==> config.mk <==
export PLATFORM = sky130hd
export DESIGN_NAME = fdd_motor_seq
export DESIGN_NICKNAME = d
export VERILOG_FILES = /design/src/rtl/fdd_motor_seq.sv
export SDC_FILE = /design/constraint.sdc
export NUM_CORES = 1
export LEC_CHECK = 0
export BUFFER_PORTS_ARGS = -buffer_cell sky130_fd_sc_hd__clkbuf_2
export CORE_ASPECT_RATIO = 0.7
export CORE_MARGIN = 8
export CORE_UTILIZATION = 25
export CTS_CLUSTER_SIZE = 25
export DETAILED_ROUTE_END_ITERATION = 8
export PLACE_DENSITY_LB_ADDON = 0.12
export SYNTH_ARGS = -nofsm -noshare
export SYNTH_HDL_FRONTEND = slang
export SYNTH_SLANG_ARGS = --single-unit
==> constraint.sdc <==
create_clock -name clk -period 3.1 [get_ports clk]
set_input_delay 0.155 -clock clk [delete_from_list [all_inputs] [get_ports clk]]
set_output_delay 0.155 -clock clk [all_outputs]
set_load 0.01 [all_outputs]
==> src/rtl/fdd_motor_seq.sv <==
// fdd_motor_seq: floppy spindle motor and head-ready sequencer.
// Turns the controller head-load request and the drive select into a gated
// motor, a one-hot drive select, a delayed head-ready and a disk-present flag.
// Optional: define FDD_MOTOR_SEQ_INDEX_QUAL_EN to require INDEX_MIN index
// edges during spin-up (with a 3*SPINUP_MS fallback).
module fdd_motor_seq #(
    parameter int CLK_HZ       = 28000000,
    parameter int SPINUP_MS    = 500,
    parameter int SETTLE_MS    = 30,
    parameter int IDLE_MS      = 2000,
    parameter int INDEX_TMO_MS = 1000,
    parameter int INDEX_MIN    = 2
) (
    input  logic       clk,
    input  logic       reset,
    input  logic       hld_req,
    input  logic [1:0] ds,
    input  logic       index_n,
    input  logic       wg,
    input  logic       step,
    output logic       motor,
    output logic [3:0] ds_out,
    output logic       hrdy,
    output logic       disk_present,
    output logic [2:0] state
);

    typedef enum logic [2:0] {
        S_OFF    = 3'd0,
        S_SPINUP = 3'd1,
        S_SETTLE = 3'd2,
        S_READY  = 3'd3,
        S_HOLD   = 3'd4
    } state_t;

    localparam int            DIV         = (CLK_HZ / 1000 > 1) ? CLK_HZ / 1000 : 1;
    localparam int            PW          = (DIV > 1) ? $clog2(DIV) : 1;
    localparam logic [PW-1:0] PRE_MAX     = PW'(DIV - 1);
    localparam logic [11:0]   SPINUP_T    = 12'(SPINUP_MS);
    localparam logic [11:0]   SETTLE_T    = 12'(SETTLE_MS);
    localparam logic [11:0]   IDLE_T      = 12'(IDLE_MS);
    localparam logic [11:0]   INDEX_TMO_T = 12'(INDEX_TMO_MS);
    localparam logic [11:0]   MS_SAT      = 12'hFFF;

    state_t        state_q, state_nxt;
    logic [PW-1:0] pre;
    logic          tick;
    logic          idx_s1, idx_s2, idx_s3;
    logic          idx_edge;
    logic [1:0]    drv, drv_nxt;
    logic          hold_flag, flag_nxt;
    logic [11:0]   ms_cnt, ms_nxt;
    logic [11:0]   idx_ms, idx_ms_nxt;
    logic          drv_chg, entry, keep_ms, spin_done;
    logic          motor_nxt, hrdy_nxt, dp_nxt;
    logic [3:0]    ds_out_nxt;

    assign state    = state_q;
    assign idx_edge = idx_s3 & ~idx_s2;

    // Free-running 1 ms prescaler; tick is a one-cycle pulse at wrap.
    // NOTE: sequential state uses non-blocking (<=) so every flop samples pre-edge values.
    always_ff @(posedge clk or posedge reset) begin
        if (reset) begin
            pre  <= '0;
            tick <= 1'b0;
        end else if (pre == PRE_MAX) begin
            pre  <= '0;
            tick <= 1'b1;
        end else begin
            pre  <= pre + 1'b1;
            tick <= 1'b0;
        end
    end

    // Two-flop synchronizer for the raw index pulse plus a delay flop for edge detect.
    always_ff @(posedge clk or posedge reset) begin
        if (reset) begin
            idx_s1 <= 1'b1;
            idx_s2 <= 1'b1;
            idx_s3 <= 1'b1;
        end else begin
            idx_s1 <= index_n;
            idx_s2 <= idx_s1;
            idx_s3 <= idx_s2;
        end
    end

`ifdef FDD_MOTOR_SEQ_INDEX_QUAL_EN
    localparam logic [11:0] SPIN_TMO_T = 12'(3 * SPINUP_MS);
    localparam logic [2:0]  EDGE_MIN   = 3'(INDEX_MIN);

    logic [2:0] edge_cnt;

    // Count index edges seen during spin-up; restarted on every SPINUP entry.
    always_ff @(posedge clk or posedge reset) begin
        if (reset)
            edge_cnt <= '0;
        else if (entry && state_nxt == S_SPINUP)
            edge_cnt <= '0;
        else if (state_q == S_SPINUP && idx_edge && edge_cnt != 3'h7)
            edge_cnt <= edge_cnt + 1'b1;
    end

    // Spin-up ends once the disk is seen turning, or after a fallback timeout.
    assign spin_done = ((ms_cnt >= SPINUP_T) && (edge_cnt >= EDGE_MIN)) ||
                       (ms_cnt >= SPIN_TMO_T);
`else
    assign spin_done = (ms_cnt >= SPINUP_T);
`endif

    // Next-state, counter and output decode.
    // NOTE: every variable gets a default first so no path can infer a latch.
    always_comb begin
        state_nxt = state_q;
        drv_nxt   = drv;
        flag_nxt  = hold_flag;
        keep_ms   = 1'b0;
        drv_chg   = (state_q != S_OFF) && (ds != drv);

        case (state_q)
            S_OFF: begin
                if (hld_req) begin
                    state_nxt = S_SPINUP;
                    drv_nxt   = ds;
                end
            end
            S_SPINUP: begin
                if (!hld_req) begin
                    state_nxt = S_HOLD;
                    flag_nxt  = 1'b0;
                end else if (spin_done) begin
                    state_nxt = S_SETTLE;
                end
            end
            S_SETTLE: begin
                if (!hld_req) begin
                    state_nxt = S_HOLD;
                    flag_nxt  = 1'b0;
                end else if (ms_cnt >= SETTLE_T) begin
                    state_nxt = S_READY;
                end
            end
            S_READY: begin
                if (!hld_req) begin
                    state_nxt = S_HOLD;
                    flag_nxt  = 1'b1;
                end
            end
            S_HOLD: begin
                if (hld_req) begin
                    if (hold_flag) begin
                        state_nxt = S_READY;
                    end else begin
                        state_nxt = S_SPINUP;
                        keep_ms   = 1'b1;
                    end
                end else if (!(wg || step) && ms_cnt >= IDLE_T) begin
                    state_nxt = S_OFF;
                    flag_nxt  = 1'b0;
                end
            end
            default: state_nxt = S_OFF;
        endcase

        // A new drive always restarts spin-up, overriding anything above.
        if (drv_chg) begin
            state_nxt = S_SPINUP;
            drv_nxt   = ds;
            flag_nxt  = 1'b0;
            keep_ms   = 1'b0;
        end

        entry = (state_nxt != state_q) || drv_chg;

        if (entry && !keep_ms)
            ms_nxt = '0;
        else if (state_q == S_HOLD && state_nxt == S_HOLD && (wg || step))
            ms_nxt = '0;
        else if (tick && ms_cnt != MS_SAT)
            ms_nxt = ms_cnt + 1'b1;
        else
            ms_nxt = ms_cnt;

        if (state_nxt == S_OFF)
            idx_ms_nxt = INDEX_TMO_T;
        else if (idx_edge)
            idx_ms_nxt = '0;
        else if (tick && motor && idx_ms != MS_SAT)
            idx_ms_nxt = idx_ms + 1'b1;
        else
            idx_ms_nxt = idx_ms;

        motor_nxt  = (state_nxt != S_OFF);
        hrdy_nxt   = (state_nxt == S_READY) || (state_nxt == S_HOLD && flag_nxt);
        ds_out_nxt = motor_nxt ? (4'b0001 << drv_nxt) : 4'b0000;
        dp_nxt     = motor_nxt && (idx_ms_nxt < INDEX_TMO_T);
    end

    // State, counters and registered outputs.
    // NOTE: outputs are registered from the next-state decode so they change together with state.
    always_ff @(posedge clk or posedge reset) begin
        if (reset) begin
            state_q      <= S_OFF;
            drv          <= 2'd0;
            hold_flag    <= 1'b0;
            ms_cnt       <= '0;
            idx_ms       <= '0;
            motor        <= 1'b0;
            ds_out       <= 4'b0000;
            hrdy         <= 1'b0;
            disk_present <= 1'b0;
        end else begin
            state_q      <= state_nxt;
            drv          <= drv_nxt;
            hold_flag    <= flag_nxt;
            ms_cnt       <= ms_nxt;
            idx_ms       <= idx_ms_nxt;
            motor        <= motor_nxt;
            ds_out       <= ds_out_nxt;
            hrdy         <= hrdy_nxt;
            disk_present <= dp_nxt;
        end
    end

endmodule
==> flow_metrics.tcl <==
set metrics [dict create \
    status "finished, final reports clean" \
    grt_pass1_vias 2242 \
    grt-ovfl-total 0 \
    whs_ps 261 \
    routabilityCongestion 0.777 \
    ant_nets 0 \
    finalHoldViolations 0 \
    worstSkewPairLatency_ps 290 \
    grt_pass1_wl_um 11400 \
    cts-root-buf "clkbuf_16" \
    power.density_nw_per_um2 589 \
    swShare 0.321 \
    cts_inserted_buffers 5 \
    syn_nets 323 \
    skew_ps 6.33 \
    dpl.hpwl_um 4800 \
    total_power_w 0.00204 \
    p_switching_w 0.000655 \
    async_flop_share 1.00 \
    grt_use_total 0.0879 \
    end_kind "flip-flop" \
    finalWirelength_um 6490 \
    n_fill_cell 1228 \
    avgViaCountPerCell 4.54 \
    die_w_um 147 \
    vias 2231 \
    start_util 0.256 \
    cts-htree-levels 2 \
    wl_per_cell_um 13.2 \
    finalSetupViolCount 0 \
    rows 33 \
    critPathLaunchType "flip-flop" \
    hp-class "in -> reg" \
    crit_arrival_ps 2670 \
    netlist_area_um2 3000 \
    cts_sinks 56 \
    relSlewSlack 0.571 \
    antenna_found_initial 0 \
    p_seq_frac 0.438 \
    ys_warn_count 0 \
    peakVddDrop_mv 0.273 \
    crit_type "reg -> reg" \
    fin_crit_ps 2450 \
    clkPwrFrac 0.319 \
    grt_max_degree 27 \
    synth-edff-count 0 \
    numPortBuffers 17 \
    worstPathRequired_ps 3320 \
    rsz0062_at_grt "false" \
    syn_inst 311 \
    p_int_w 0.00139 \
    cts_tree "yes" \
    cts_buffer_depth 2 \
    fp.coreArea_um2 11700 \
    final.setup.tns_ps 0 \
    drc 0 \
    detail_route.first_pass.iterations 4 \
    tightest_slew_ps 641 \
    dpl.cell_count 481 \
    p_leak_nw 1.38 \
    cap_violations 0 \
    die_h_um 108 \
    ys_seq_elements 56 \
    fmax_ghz 0.407 \
    area_growth_pct 15.7 \
    avgSynthCellArea_um2 9.64 \
    drtIter0Drc 141 \
    drive_gt1_frac 0.162 \
    clkTransAtPathRegs_ps 70 \
    period_share 0.792 \
    pin_count 18 \
    cts_resized 0 \
    die_area_um2 15800 \
    yosys.cell_types.count 51 \
    comb_power_share 0.244 \
    layout.nets 345 \
    stdcell_count 491 \
    ys_seq_area_frac 0.469 \
    postCtsSetupBuffers 0 \
    slew_violations 0 \
    path_max_fanout 12 \
    cts_hold_buffers 2 \
    antenna_cells 0 \
    synth-main-ff-cell "dfrtp_1" \
]
==> routing by layer <==
layer / vias to the layer above / share of wire / track usage
met3: 6 / 0.041 / 0.0277
met4: 0 / 0.0085 / 0.0198
met2: 33 / 0.37 / 0.115
met1: 1057 / 0.58 / 0.133
met5: - / 0 / 0
li1: 1135 / - / -
==> path summary, 6_finish.rpt <==
path | startpoint | end | slack [ps] | depth (start not counted)
worst max-delay path | ms_cnt[5]$_DFFE_PP0P_ | idx_ms[3]$_DFF_PP0_ | 650 | 8
min in group asynchronous | reset | pre[4]$_DFF_PP0_ | 440 | 3
worst min register to register | idx_s1$_DFF_PP1_ | idx_s2$_DFF_PP1_ | 360 | 0
max in group asynchronous | reset | idx_s3$_DFF_PP1_ | 1950 | 4
worst min-delay path | ds[1] | drv[1]$_DFF_PP0_ | 260 | 3
worst max register to register | ms_cnt[5]$_DFFE_PP0P_ | idx_ms[3]$_DFF_PP0_ | 650 | 8
==> state kept, by name, summed over array words and instances, names as in the netlist, 2 cells and up <==
name,cells
idx_ms,12
drv,2
ds_out,4
ms_cnt,12
pre,15
state,3
==> power groups by stage <==
stage	Combinational (W)	Sequential [W]	Clock, W
global route	0.000567	0.000906	0.000706
floorplan	0.000380	0.000881	0
finish	0.000498	0.000894	0.000651
CTS	0.000508	0.000895	0.000680
detailed placement	0.000502	0.000908	0
global placement	0.000513	0.000914	0
==> cells in the mapped netlist, types with 4 or more instances <==
cell type  instances  area share
nor4_1             6       0.013
nand3_1           17       0.028
xnor2_1           20       0.058
inv_1             14       0.018
nand4_1            6       0.013
or2_2              4      0.0083
a21oi_1            9       0.015
nor2b_1            4      0.0083
nor2_1            37       0.046
and3_1             6       0.013
clkbuf_1           9       0.011
nor3_2             5       0.017
ha_1               4       0.017
nor3_1            10       0.017
dfrtp_1           53        0.44
xor2_1            11       0.032
nand2_1           20       0.025
or3_1              4      0.0083
o21ai_0           20       0.033
==> layout make-up <==
type	count	area, um2	share of cell area
Sequential cell	56	1410	0.405
Tap cell	157	196	0.0567
Timing Repair Buffer	25	150	0.0433
Inverter	17	63.8	0.0184
Clock buffer	6	129	0.0372
Multi-Input combinational cell	228	1480	0.428
Clock inverter	2	38.8	0.0112
==> per-stage QoR <==
| stage | area (um2) | setup WS (ps) | util |
|---|---|---|---|
| floorplan | 3000 | 1090 | - |
| global placement | 3280 | 626 | 0.281 |
| detailed placement | 3280 | 634 | 0.281 |
| CTS | 3470 | 614 | 0.297 |
| global route | 3470 | 407 | 0.297 |
| finish | 3470 | 645 | 0.297 |
==> cell families after synthesis <==
| logic type | share of synthesized area |
|---|---|
| xor+xnor | 0.101 |
| compound gates | 0.126 |
| simple gates | 0.237 |
| buf+inv | 0.0363 |
| mux | 0.0100 |
| fa+ha+maj | 0.0200 |
| flops | 0.469 |
==> cells in the final DEF, fill, tap and decap left out, types with 3 or more instances in the layout <==
master / count
nor3_1: 10
xor2_1: 11
dfrtp_1: 53
clkbuf_16: 5
xnor2_1: 20
and3_1: 6
a21oi_1: 9
ha_1: 4
o211ai_1: 3
or3_1: 4
inv_2: 4
nand4_1: 6
o21a_1: 3
nand2_1: 20
mux2i_1: 3
o21ai_0: 20
clkbuf_2: 17
a311oi_1: 3
nor2_1: 37
nor2b_1: 4
nor4_1: 6
nor3_2: 5
inv_1: 13
or2_2: 4
dfstp_2: 3
nand3_1: 17
buf_4: 6
==> worst max-delay path, cell delays in order, from the launching register on <==
cell	delay (ps)
dfrtp_1	470
o211ai_1	160
o21a_1	220
o311a_4	330
a2111oi_4	360
inv_2	90
nor3_4	510
inv_2	140
o21ai_0	110
No activity file was read; power rests on OpenSTA's default activity.
